$ cat src/rtl/rv_encode_pkg.sv
// Shared encoding constants for the RV32IM instruction encoder: opcodes,
// control-unit ALUOP codes, descriptor classes and encoder FSM states.
package rv_encode_pkg;

    localparam logic [6:0] OPC_OP     = 7'b0110011;
    localparam logic [6:0] OPC_OP_IMM = 7'b0010011;
    localparam logic [6:0] OPC_LOAD   = 7'b0000011;
    localparam logic [6:0] OPC_STORE  = 7'b0100011;
    localparam logic [6:0] OPC_BRANCH = 7'b1100011;
    localparam logic [6:0] OPC_JAL    = 7'b1101111;
    localparam logic [6:0] OPC_JALR   = 7'b1100111;
    localparam logic [6:0] OPC_LUI    = 7'b0110111;
    localparam logic [6:0] OPC_AUIPC  = 7'b0010111;

    typedef enum logic [4:0] {
        ALU_NONE   = 5'd0,
        ALU_ADD    = 5'd1,
        ALU_SUB    = 5'd2,
        ALU_SLL    = 5'd3,
        ALU_SLT    = 5'd4,
        ALU_SLTU   = 5'd5,
        ALU_XOR    = 5'd6,
        ALU_SRL    = 5'd7,
        ALU_SRA    = 5'd8,
        ALU_OR     = 5'd9,
        ALU_AND    = 5'd10,
        ALU_MUL    = 5'd11,
        ALU_MULH   = 5'd12,
        ALU_MULHSU = 5'd13,
        ALU_MULHU  = 5'd14,
        ALU_DIV    = 5'd15,
        ALU_DIVU   = 5'd16,
        ALU_REM    = 5'd17,
        ALU_REMU   = 5'd18
    } aluop_e;

    typedef enum logic [3:0] {
        CLS_R      = 4'd0,
        CLS_I_ALU  = 4'd1,
        CLS_LOAD   = 4'd2,
        CLS_STORE  = 4'd3,
        CLS_BRANCH = 4'd4,
        CLS_JAL    = 4'd5,
        CLS_JALR   = 4'd6,
        CLS_LUI    = 4'd7,
        CLS_AUIPC  = 4'd8
    } inst_class_e;

    typedef enum logic [1:0] {
        ST_IDLE  = 2'd0,
        ST_RUN   = 2'd1,
        ST_DRAIN = 2'd2,
        ST_DONE  = 2'd3
    } enc_state_e;

    typedef struct packed {
        logic       valid;
        logic       m_ext;
        logic [6:0] funct7;
        logic [2:0] funct3;
    } alu_fields_t;

    // M-extension codes are contiguous and map onto funct3 0..7 in order.
    function automatic alu_fields_t alu_fields(input logic [4:0] aluop);
        alu_fields_t f;
        f = '{valid: 1'b1, m_ext: 1'b0, funct7: 7'b0000000, funct3: 3'b000};
        case (aluop)
            ALU_ADD:  f.funct3 = 3'b000;
            ALU_SUB:  begin f.funct7 = 7'b0100000; f.funct3 = 3'b000; end
            ALU_SLL:  f.funct3 = 3'b001;
            ALU_SLT:  f.funct3 = 3'b010;
            ALU_SLTU: f.funct3 = 3'b011;
            ALU_XOR:  f.funct3 = 3'b100;
            ALU_SRL:  f.funct3 = 3'b101;
            ALU_SRA:  begin f.funct7 = 7'b0100000; f.funct3 = 3'b101; end
            ALU_OR:   f.funct3 = 3'b110;
            ALU_AND:  f.funct3 = 3'b111;
            default: begin
                if (aluop >= ALU_MUL && aluop <= ALU_REMU) begin
                    f.m_ext  = 1'b1;
                    f.funct7 = 7'b0000001;
                    f.funct3 = 3'(aluop - ALU_MUL);
                end else begin
                    f.valid = 1'b0;
                end
            end
        endcase
        return f;
    endfunction

endpackage

$ cat src/rtl/instruction_encoder_if.sv
// Descriptor handshake and instruction-memory write bus of the encoder.
// slave is the encoder side, master is the producer/memory side.
interface instruction_encoder_if #(
    parameter int ADDR_W = 32
);
    logic              in_valid;
    logic              in_ready;
    logic [3:0]        in_class;
    logic [4:0]        in_aluop;
    logic [2:0]        in_funct3;
    logic [4:0]        in_rd;
    logic [4:0]        in_rs1;
    logic [4:0]        in_rs2;
    logic [31:0]       in_imm;
    logic              imem_write;
    logic [ADDR_W-1:0] imem_addr;
    logic [31:0]       imem_wdata;
    logic              imem_busywait;

    modport slave (
        input  in_valid, in_class, in_aluop, in_funct3, in_rd, in_rs1, in_rs2, in_imm,
        output in_ready,
        output imem_write, imem_addr, imem_wdata,
        input  imem_busywait
    );

    modport master (
        output in_valid, in_class, in_aluop, in_funct3, in_rd, in_rs1, in_rs2, in_imm,
        input  in_ready,
        input  imem_write, imem_addr, imem_wdata,
        output imem_busywait
    );
endinterface

$ cat src/rtl/rv_inst_packer.sv
// Combinational packer: instruction descriptor -> RV32IM word plus an
// illegal flag for descriptors that have no valid encoding.
import rv_encode_pkg::*;

module rv_inst_packer (
    input  logic [3:0]  in_class,
    input  logic [4:0]  aluop,
    input  logic [2:0]  funct3,
    input  logic [4:0]  rd,
    input  logic [4:0]  rs1,
    input  logic [4:0]  rs2,
    input  logic [31:0] imm,
    output logic [31:0] word,
    output logic        illegal
);
    alu_fields_t af;
    logic        shift_op;

    assign af       = alu_fields(aluop);
    assign shift_op = (aluop == ALU_SLL) || (aluop == ALU_SRL) || (aluop == ALU_SRA);

    always_comb begin
        word    = '0;
        illegal = 1'b0;
        case (in_class)
            CLS_R: begin
                word    = {af.funct7, rs2, rs1, af.funct3, rd, OPC_OP};
                illegal = !af.valid;
            end
            CLS_I_ALU: begin
                if (shift_op)
                    word = {af.funct7, imm[4:0], rs1, af.funct3, rd, OPC_OP_IMM};
                else
                    word = {imm[11:0], rs1, af.funct3, rd, OPC_OP_IMM};
                illegal = !af.valid || af.m_ext || (aluop == ALU_SUB);
            end
            CLS_LOAD:   word = {imm[11:0], rs1, funct3, rd, OPC_LOAD};
            CLS_STORE:  word = {imm[11:5], rs2, rs1, funct3, imm[4:0], OPC_STORE};
            CLS_BRANCH: word = {imm[12], imm[10:5], rs2, rs1, funct3, imm[4:1], imm[11], OPC_BRANCH};
            CLS_JAL:    word = {imm[20], imm[10:1], imm[11], imm[19:12], rd, OPC_JAL};
            CLS_JALR:   word = {imm[11:0], rs1, 3'b000, rd, OPC_JALR};
            CLS_LUI:    word = {imm[31:12], rd, OPC_LUI};
            CLS_AUIPC:  word = {imm[31:12], rd, OPC_AUIPC};
            default:    illegal = 1'b1;
        endcase
    end
endmodule

$ cat src/rtl/instruction_encoder.sv
// Program loader: packs descriptors into RV32IM words and writes them to
// consecutive instruction-memory words through a one-entry output buffer.
//
//   state    | meaning
//   ST_IDLE  | after reset, waiting for start
//   ST_RUN   | accepting descriptors, writing words
//   ST_DRAIN | no more input, finishing the pending write
//   ST_DONE  | all words written, start begins a new run
import rv_encode_pkg::*;

module instruction_encoder #(
    parameter int ADDR_W = 32,
    parameter int ERR_W  = 8
) (
    input  logic                  clk,
    input  logic                  rst_n,
    input  logic                  start,
    input  logic                  finish,
    input  logic [ADDR_W-1:0]     base_addr,
    instruction_encoder_if.slave  bus,
    output logic [ADDR_W-3:0]     word_count,
    output logic [ERR_W-1:0]      err_count,
    output logic                  done
);
    enc_state_e        state, state_nx;
    logic              full;
    logic [31:0]       out_word;
    logic [ADDR_W-1:0] addr;
    logic [31:0]       packed_word;
    logic              packed_illegal;
    logic              complete;
    logic              accept;
    logic              start_run;

    rv_inst_packer u_packer (
        .in_class (bus.in_class),
        .aluop    (bus.in_aluop),
        .funct3   (bus.in_funct3),
        .rd       (bus.in_rd),
        .rs1      (bus.in_rs1),
        .rs2      (bus.in_rs2),
        .imm      (bus.in_imm),
        .word     (packed_word),
        .illegal  (packed_illegal)
    );

    assign complete  = full && !bus.imem_busywait;
    assign bus.in_ready = (state == ST_RUN) && (!full || complete);
    assign accept    = bus.in_valid && bus.in_ready;
    assign start_run = start && ((state == ST_IDLE) || (state == ST_DONE));

    assign bus.imem_write = full;
    assign bus.imem_addr  = addr;
    assign bus.imem_wdata = out_word;
    assign done           = (state == ST_DONE);

    always_ff @(posedge clk or negedge rst_n) begin
        if (!rst_n)
            state <= ST_IDLE;
        else
            state <= state_nx;
    end

    always_comb begin
        state_nx = state;
        case (state)
            ST_IDLE:  if (start)  state_nx = ST_RUN;
            ST_RUN:   if (finish) state_nx = ST_DRAIN;
            ST_DRAIN: if (!full || complete) state_nx = ST_DONE;
            ST_DONE:  if (start)  state_nx = ST_RUN;
            default:  state_nx = ST_IDLE;
        endcase
    end

    // A completing write and a new accept on the same edge keep the buffer full.
    always_ff @(posedge clk or negedge rst_n) begin
        if (!rst_n) begin
            full       <= 1'b0;
            out_word   <= '0;
            addr       <= '0;
            word_count <= '0;
            err_count  <= '0;
        end else if (start_run) begin
            addr       <= base_addr & ~ADDR_W'(3);
            word_count <= '0;
            err_count  <= '0;
        end else begin
            if (complete) begin
                addr       <= addr + ADDR_W'(4);
                word_count <= word_count + (ADDR_W-2)'(1);
            end
            if (accept && packed_illegal) begin
                if (err_count != {ERR_W{1'b1}})
                    err_count <= err_count + ERR_W'(1);
            end else if (accept) begin
                out_word <= packed_word;
            end
            if (accept && !packed_illegal)
                full <= 1'b1;
            else if (complete)
                full <= 1'b0;
        end
    end
endmodule

$ cat src/flat_wrapper.sv
// flat-port wrapper written by rule: the top's interface ports become plain ports
module instruction_encoder_flat 
#(
    parameter int ADDR_W = 32,
    parameter int ERR_W  = 8
)
  (clk, rst_n, start, finish, base_addr, word_count, err_count, done, bus_in_valid, bus_in_class, bus_in_aluop, bus_in_funct3, bus_in_rd, bus_in_rs1, bus_in_rs2, bus_in_imm, bus_in_ready, bus_imem_write, bus_imem_addr, bus_imem_wdata, bus_imem_busywait);
  instruction_encoder_if #(.ADDR_W(ADDR_W)) bus_i ();
  input  logic clk;
  input  logic rst_n;
  input  logic start;
  input  logic finish;
  input  logic [ADDR_W-1:0] base_addr;
  output logic [ADDR_W-3:0] word_count;
  output logic [ERR_W-1:0] err_count;
  output logic done;
  input wire logic [$bits(bus_i.in_valid)-1:0] bus_in_valid;
  input wire logic [$bits(bus_i.in_class)-1:0] bus_in_class;
  input wire logic [$bits(bus_i.in_aluop)-1:0] bus_in_aluop;
  input wire logic [$bits(bus_i.in_funct3)-1:0] bus_in_funct3;
  input wire logic [$bits(bus_i.in_rd)-1:0] bus_in_rd;
  input wire logic [$bits(bus_i.in_rs1)-1:0] bus_in_rs1;
  input wire logic [$bits(bus_i.in_rs2)-1:0] bus_in_rs2;
  input wire logic [$bits(bus_i.in_imm)-1:0] bus_in_imm;
  output wire logic [$bits(bus_i.in_ready)-1:0] bus_in_ready;
  output wire logic [$bits(bus_i.imem_write)-1:0] bus_imem_write;
  output wire logic [$bits(bus_i.imem_addr)-1:0] bus_imem_addr;
  output wire logic [$bits(bus_i.imem_wdata)-1:0] bus_imem_wdata;
  input wire logic [$bits(bus_i.imem_busywait)-1:0] bus_imem_busywait;
  assign bus_i.in_valid = bus_in_valid;
  assign bus_i.in_class = bus_in_class;
  assign bus_i.in_aluop = bus_in_aluop;
  assign bus_i.in_funct3 = bus_in_funct3;
  assign bus_i.in_rd = bus_in_rd;
  assign bus_i.in_rs1 = bus_in_rs1;
  assign bus_i.in_rs2 = bus_in_rs2;
  assign bus_i.in_imm = bus_in_imm;
  assign bus_in_ready = bus_i.in_ready;
  assign bus_imem_write = bus_i.imem_write;
  assign bus_imem_addr = bus_i.imem_addr;
  assign bus_imem_wdata = bus_i.imem_wdata;
  assign bus_i.imem_busywait = bus_imem_busywait;
  instruction_encoder #(.ADDR_W(ADDR_W), .ERR_W(ERR_W)) u_core (.clk(clk), .rst_n(rst_n), .start(start), .finish(finish), .base_addr(base_addr), .bus(bus_i), .word_count(word_count), .err_count(err_count), .done(done));
endmodule
$ cat config.mk
export PLATFORM = sky130hd
export DESIGN_NAME = instruction_encoder_flat
export DESIGN_NICKNAME = d
export VERILOG_FILES = /design/src/rtl/rv_encode_pkg.sv /design/src/rtl/instruction_encoder_if.sv /design/src/rtl/rv_inst_packer.sv /design/src/rtl/instruction_encoder.sv /design/src/flat_wrapper.sv
export SDC_FILE = /design/constraint.sdc
export NUM_CORES = 1
export LEC_CHECK = 0
export BUFFER_PORTS_ARGS = -buffer_cell sky130_fd_sc_hd__buf_2
export CAP_MARGIN = 20
export CORE_ASPECT_RATIO = 0.9
export CORE_MARGIN = 1.5
export CORE_UTILIZATION = 46
export DETAILED_ROUTE_END_ITERATION = 8
export MAX_ROUTING_LAYER = met4
export PLACE_DENSITY = 0.76
export SETUP_SLACK_MARGIN = 0.3
export SKIP_LAST_GASP = 1
export SLEW_MARGIN = 20
export SYNTH_ARGS = -nofsm -noshare
export SYNTH_HDL_FRONTEND = slang
export SYNTH_SLANG_ARGS = --single-unit
$ cat constraint.sdc
create_clock -name clk -period 2.2 [get_ports clk]
set_clock_uncertainty 0.2 [all_clocks]
set_input_delay 0.44 -clock clk [delete_from_list [all_inputs] [get_ports clk]]
set_output_delay 0.44 -clock clk [all_outputs]
set_load 0.02 [all_outputs]
# Word-level counts from Yosys, hierarchy flattened
# Cells that the tools add are included.
[word_totals]
reg_bits = 105
input_bits = 97
output_inout_bits = 105
wordCells = 94
[op_classes]
n_addsub = 4
magnitude_cmp = 2
eq_ne = 25
muxes = 21
n_bitwise = 2
reduce_logical = 34
[ops]
columns = ["op", "n"]
rows = [
  ["$pmux W32 S9", 1],
  ["$mux W32", 3],
  ["$mux W30", 2],
  ["$add A32 B3 Y32 const B", 1],
  ["$add A30 B1 Y30 const B", 1],
  ["$mux W8", 3],
  ["$pmux W3 S8", 1],
  ["$eq A5 B3 Y1 const B", 4],
  ["$eq A4 B3 Y1 const B", 4],
  ["$eq A5 B4 Y1 const B", 3],
  ["$pmux W7 S2", 1],
  ["$mux W11", 1],
  ["$eq A5 B2 Y1 const B", 2],
  ["$reduce_or A10 Y1", 1],
  ["$add A8 B1 Y8 const B", 1],
  ["$eq A4 B2 Y1 const B", 2],
  ["$mux W2", 4],
  ["$ne A8 B8 Y1 const B", 1],
  ["$reduce_bool A2 Y1", 4],
  ["$reduce_or A2 Y1", 4],
  ["$reduce_or A8 Y1", 1],
  ["$logic_and A1 B1 Y1", 7],
  ["$reduce_or A7 Y1", 1],
  ["$logic_or A1 B1 Y1", 6],
  ["other kinds (19)", 29],
]

# Depth between registers and ports, before layout
[logic_depth]
word_depth = 12
ltp_mapped = 8

# By module
# Synthesis repeated with hierarchy kept, for this count alone.
[unflattened]
hier_cells = 643
area_unflattened_um2 = 6093.3
[by_module_without_submodules]
columns = ["module", "n_inst", "cells_each", "area_each_um2", "seq_area_each_um2"]
rows = [
  ["instruction_encoder", 1, 465, 4869.7, 2577.5],
  ["rv_inst_packer", 1, 178, 1223.7, 0.0],
]

# Worst setup path before layout
# OpenSTA, ideal clock, no wires.
[synth_path]
path_kind = "input to register"
from = "input bus_in_aluop[0]"
to = "register u_core.out_word[10] (netlist: u_core.bus.imem_wdata[10])"
setup_time_ns = 0.125
arrival_ns = 2.186
required_ns = 1.875
slack_ns = -0.311
cell_stages = 8
path_cell_list = "inv_1 ha_1 a211oi_1 o311a_2 a32oi_4 nand3_4 buf_6 mux2_4"
[synth_between]
elab_chain_cells = 11
word_cells_on_any_way = 24
cone_classes = "2 x order compare; 10 x eq/ne; 4 x mux; 1 x bitwise; 7 x reduce/logical"
[synth_rtl]
columns = ["item", "line", "rtl"]
rows = [
  ["start: declaration", "flat_wrapper.sv:19", "input wire logic [$bits(bus_i.in_aluop)-1:0] bus_in_aluop;"],
  ["$ge A5 B4 Y1 / $le A5 B5 Y1 (equally long branches)", "rv_encode_pkg.sv:79", "if (aluop >= ALU_MUL && aluop <= ALU_REMU) begin"],
  ["$logic_and A1 B1 Y1", "rv_encode_pkg.sv:79", ""],
  ["$mux W1", "rv_encode_pkg.sv:79", ""],
  ["$mux W2", "rv_encode_pkg.sv:67", "case (aluop)"],
  ["$logic_not A1 Y1", "rv_inst_packer.sv:28, rv_inst_packer.sv:35", ""],
  ["$logic_or A1 B1 Y1 (2 in a row)", "rv_inst_packer.sv:35", "illegal = !af.valid || af.m_ext || (aluop == ALU_SUB);"],
  ["$pmux W1 S3 (*)", "rv_inst_packer.sv:25", "case (in_class)"],
  ["$logic_and A1 B1 Y1 (*)", "instruction_encoder.sv:92", "if (accept && packed_illegal) begin"],
  ["$not A1 Y1 (no line) (*)", "--", ""],
  ["$reduce_and A3 Y1 (no line) (*)", "--", ""],
  ["end signal: assignment", "instruction_encoder.sv:96", "out_word <= packed_word;"],
  ["end: declaration", "instruction_encoder.sv:27", "logic [31:0] out_word;"],
]
# Mark *: on every way between the ends. The rest lies on a longest branch, timed or not.
# A chain may end at the register's enable or synchronous reset.

# Final worst setup path
[layout_path]
from = "register u_core.state[1]"
to = "register u_core.word_count[14]"
[layout_between]
elab_chain_cells = 4
word_cells_on_any_way = 6
cone_classes = "1 x eq/ne; 1 x mux; 4 x reduce/logical"
[layout_rtl]
columns = ["item", "line", "rtl"]
rows = [
  ["start: declaration", "instruction_encoder.sv:25", "enc_state_e state, state_nx;"],
  ["start signal: assignment", "instruction_encoder.sv:61", "state <= state_nx;"],
  ["$eq A2 B2 Y1 / $logic_not A2 Y1 (equally long branches)", "instruction_encoder.sv:50", "assign start_run = start && ((state == ST_IDLE) || (state == ST_DONE));"],
  ["$logic_or A1 B1 Y1 (*)", "instruction_encoder.sv:50", ""],
  ["$logic_and A1 B1 Y1 (*)", "instruction_encoder.sv:50", ""],
  ["$mux W30 / $reduce_bool A2 Y1 (equally long branches)", "--", ""],
  ["end signal: assignment", "instruction_encoder.sv:90", "word_count <= word_count + (ADDR_W-2)'(1);"],
  ["end: declaration", "instruction_encoder.sv:21", "output logic [ADDR_W-3:0] word_count,"],
]
# Marked as above.

==> metrics <==
EDFF count, synth 0; First-pass DRT Iterations 5; core area 12800 µm²; Rows 39; Root Driver clkbuf_16; DR WL/cell 17.3 µm; Initial Utilization 0.474; worst-margin pin slew 755 ps; number of hold buffers added after CTS 0; final setup margin 68.8 ps; DRC 0; worst reg2reg startpoint u_core.state[1]; P_leak 4.64 nW; design area 9520 µm²; drt via density 5.61; Clk pin slew, worst setup/hold paths 80 ps; Reg2Reg Depth 6; setup_tns 0 ps; Power Total 9.09 mW; Critical Path Source Type register; PortBufs 197; fin. max-slew vios 0; Worst Hold Slack -74.4 ps; Routed Antenna Nets 0; setup slack after placement -461 ps; largest net degree at the start of global routing 103; Final nets 1069; CP endpoint kind register; Clock Latency Late Sink 340 ps; Critical Path RT 2270 ps; P&R area growth vs syn 57.1%; top_reg_cell synth dfrtp_1; Die ar. 13900 µm²; first-pass GRT wire length 29400 µm; Util after Layout 0.745; Synth Area per Inst 9.48 µm²; max-cap viol count 0; flop2flop setup slack 70 ps; CTS Buf Count 9; post-synth top area cell dfrtp_1; Netlist cell types 64; Hold Vio Cnt, Final 50; DPL Wire Length 13100 µm; Tcrit/Tclk final 0.969; top cell type's share of synthesized area 0.421; TritonCTS clock tree yes; Worst Hold Class input port to async pin; Starting DRT DRC Count 390; Die H 112 µm; I/O Pins 202; Seq cells post-synth 102; final setup vio count 0; register area share after synthesis 0.421; CP startpoint u_core.state[1]; largest cells by area after synthesis dfrtp_1 (42%), mux2_4 (5.7%), nand2_1 (5.0%), o21ai_0 (3.8%), xnor2_1 (3.5%); H-Tree Depth 3; largest vdd supply drop 0.576 mV; Die X 124 µm; crit path capture u_core.word_count[14]; WP data arrival 2200 ps; CTS sink count 102; Final min period 2130 ps; vias in the first global route 6085; Syn. warnings 0; DRT Wirelength 19600 µm; outcome finished with violations; crit path kind register to register; Remaining Overflow, GRT 0; PD cells 955 nW/µm²; Highest Clock Rate 469 MHz; layout cells sized above 1 0.523; reg-to-reg critical path endpoint u_core.word_count[14]; initial antenna violation count 1; Mapped Area 6060 µm²; max_slew headroom 0.491; DR vias 6347; Max Buffers Root-to-Sink 2; fraction of registers with async set/reset 1.00; CP Max Fanout 5; Placed Area 8110 µm²; violated checks negative hold slack; Gate Count Post-Synth 639; RSZ-0062 raised after global routing true; GRT Total Usage 0.270; Placer Congestion 0.951
[stage by stage]
step	cells	hold WS, ps
after floorplan	640	-55.6
final	1131	-74.4
after global routing	1131	11.6
after CTS	1091	0.837
after detailed placement	1041	281
after global placement	1041	266
[worst max-delay path: stages (launching register included)]
cell and delay [ps]:
dfrtp_1 390, buf_4 150, ha_4 290, nand2_8 60
a2111o_1 460, or3_4 380, a21oi_2 130
[cells in the final DEF, fill, tap and decap left out, drive strengths merged, types with 16 or more instances in the layout]
master and instances:
inv 20, dfrtp 102, xnor2 24, nand4 16, nor2 39, nand3 27
a21oi 27, mux2 26, xor2 23, o21ai 47, nand2 80, buf 346
[cell type report]
cell class	instances	area, µm²
clock inverters	6	68.8
diodes	1	2.50
well taps	164	205
repair buffers	347	2360
clock buffers	10	239
multi-input cells	482	3990
fillers	896	3270
inverters	19	80.1
flip-flops and latches	102	2580
[flip-flops by register name, indices dropped and copies added, names as in the netlist]
name and cells:
u_core.word_count 30, u_core.state 2, u_core.bus.imem_addr 30, u_core.bus.imem_wdata 31, u_core.err_count 8, u_core.bus.imem_write 1
[cell families after synthesis]
family / after synthesis / synth area share
flops: 102 / 0.421
simple gates: 246 / 0.209
other cells: 1 / 0.000619
xor+xnor: 47 / 0.0679
mux: 39 / 0.0841
compound gates: 137 / 0.154
fa+ha+maj: 11 / 0.0227
buf+inv: 56 / 0.0409
[Yosys cell counts (5+ instances only)]
cell / count
a211oi_1: 5
a21oi_1: 27
a221o_1: 6
a22o_1: 15
a22oi_1: 5
and3_1: 14
clkbuf_1: 26
dfrtp_1: 102
ha_1: 11
inv_1: 19
mux2_4: 23
mux2i_1: 13
nand2_1: 80
nand2b_1: 10
nand3_1: 26
nand4_1: 16
nor2_1: 39
nor2b_1: 5
nor3_1: 11
nor4_1: 8
o21ai_0: 46
or3_1: 9
or4_1: 5
xnor2_1: 24
xor2_1: 23
[power breakdown]
| part | switching (mW) | leakage (nW) | internal (mW) |
|---|---|---|---|
| Clock | 0.727 | 0.149 | 0.923 |
| Sequential | 0.538 | 1.31 | 2.47 |
| Combinational | 2.40 | 3.18 | 2.03 |
| Total | 3.67 | 4.64 | 5.43 |
[metal layers]
metal / track usage / vias to the layer above / share of wire / wire (µm)
met5: - / - / 0 / 0
met4: 0.0795 / 0 / 0.025 / 493
met3: 0.0507 / 38 / 0.059 / 1160
met2: 0.433 / 253 / 0.50 / 9700
met1: 0.347 / 3112 / 0.42 / 8220
li1: - / 2944 / - / -
[timing repair]
item | in CTS | in global routing
pin swaps | 30 | 44
setup buffers | 32 | 38
setup endpoints to repair | 65 | 86
gates resized for setup | 45 | 87
cloned | 2 | 1
[worst min-delay path by stage]
stage | cells past startpoint | to | from
global route | 2 | u_core.bus.imem_wdata[13] | rst_n
finish | 2 | u_core.bus.imem_wdata[13] | rst_n
detailed placement | 1 | u_core.bus.imem_wdata[1] | u_core.bus.imem_wdata[1]
global placement | 1 | u_core.bus.imem_wdata[1] | u_core.bus.imem_wdata[1]
floorplan | 0 | u_core.bus.imem_addr[10] | rst_n
CTS | 2 | u_core.bus.imem_wdata[13] | rst_n
(Power assumes the default switching activity.)
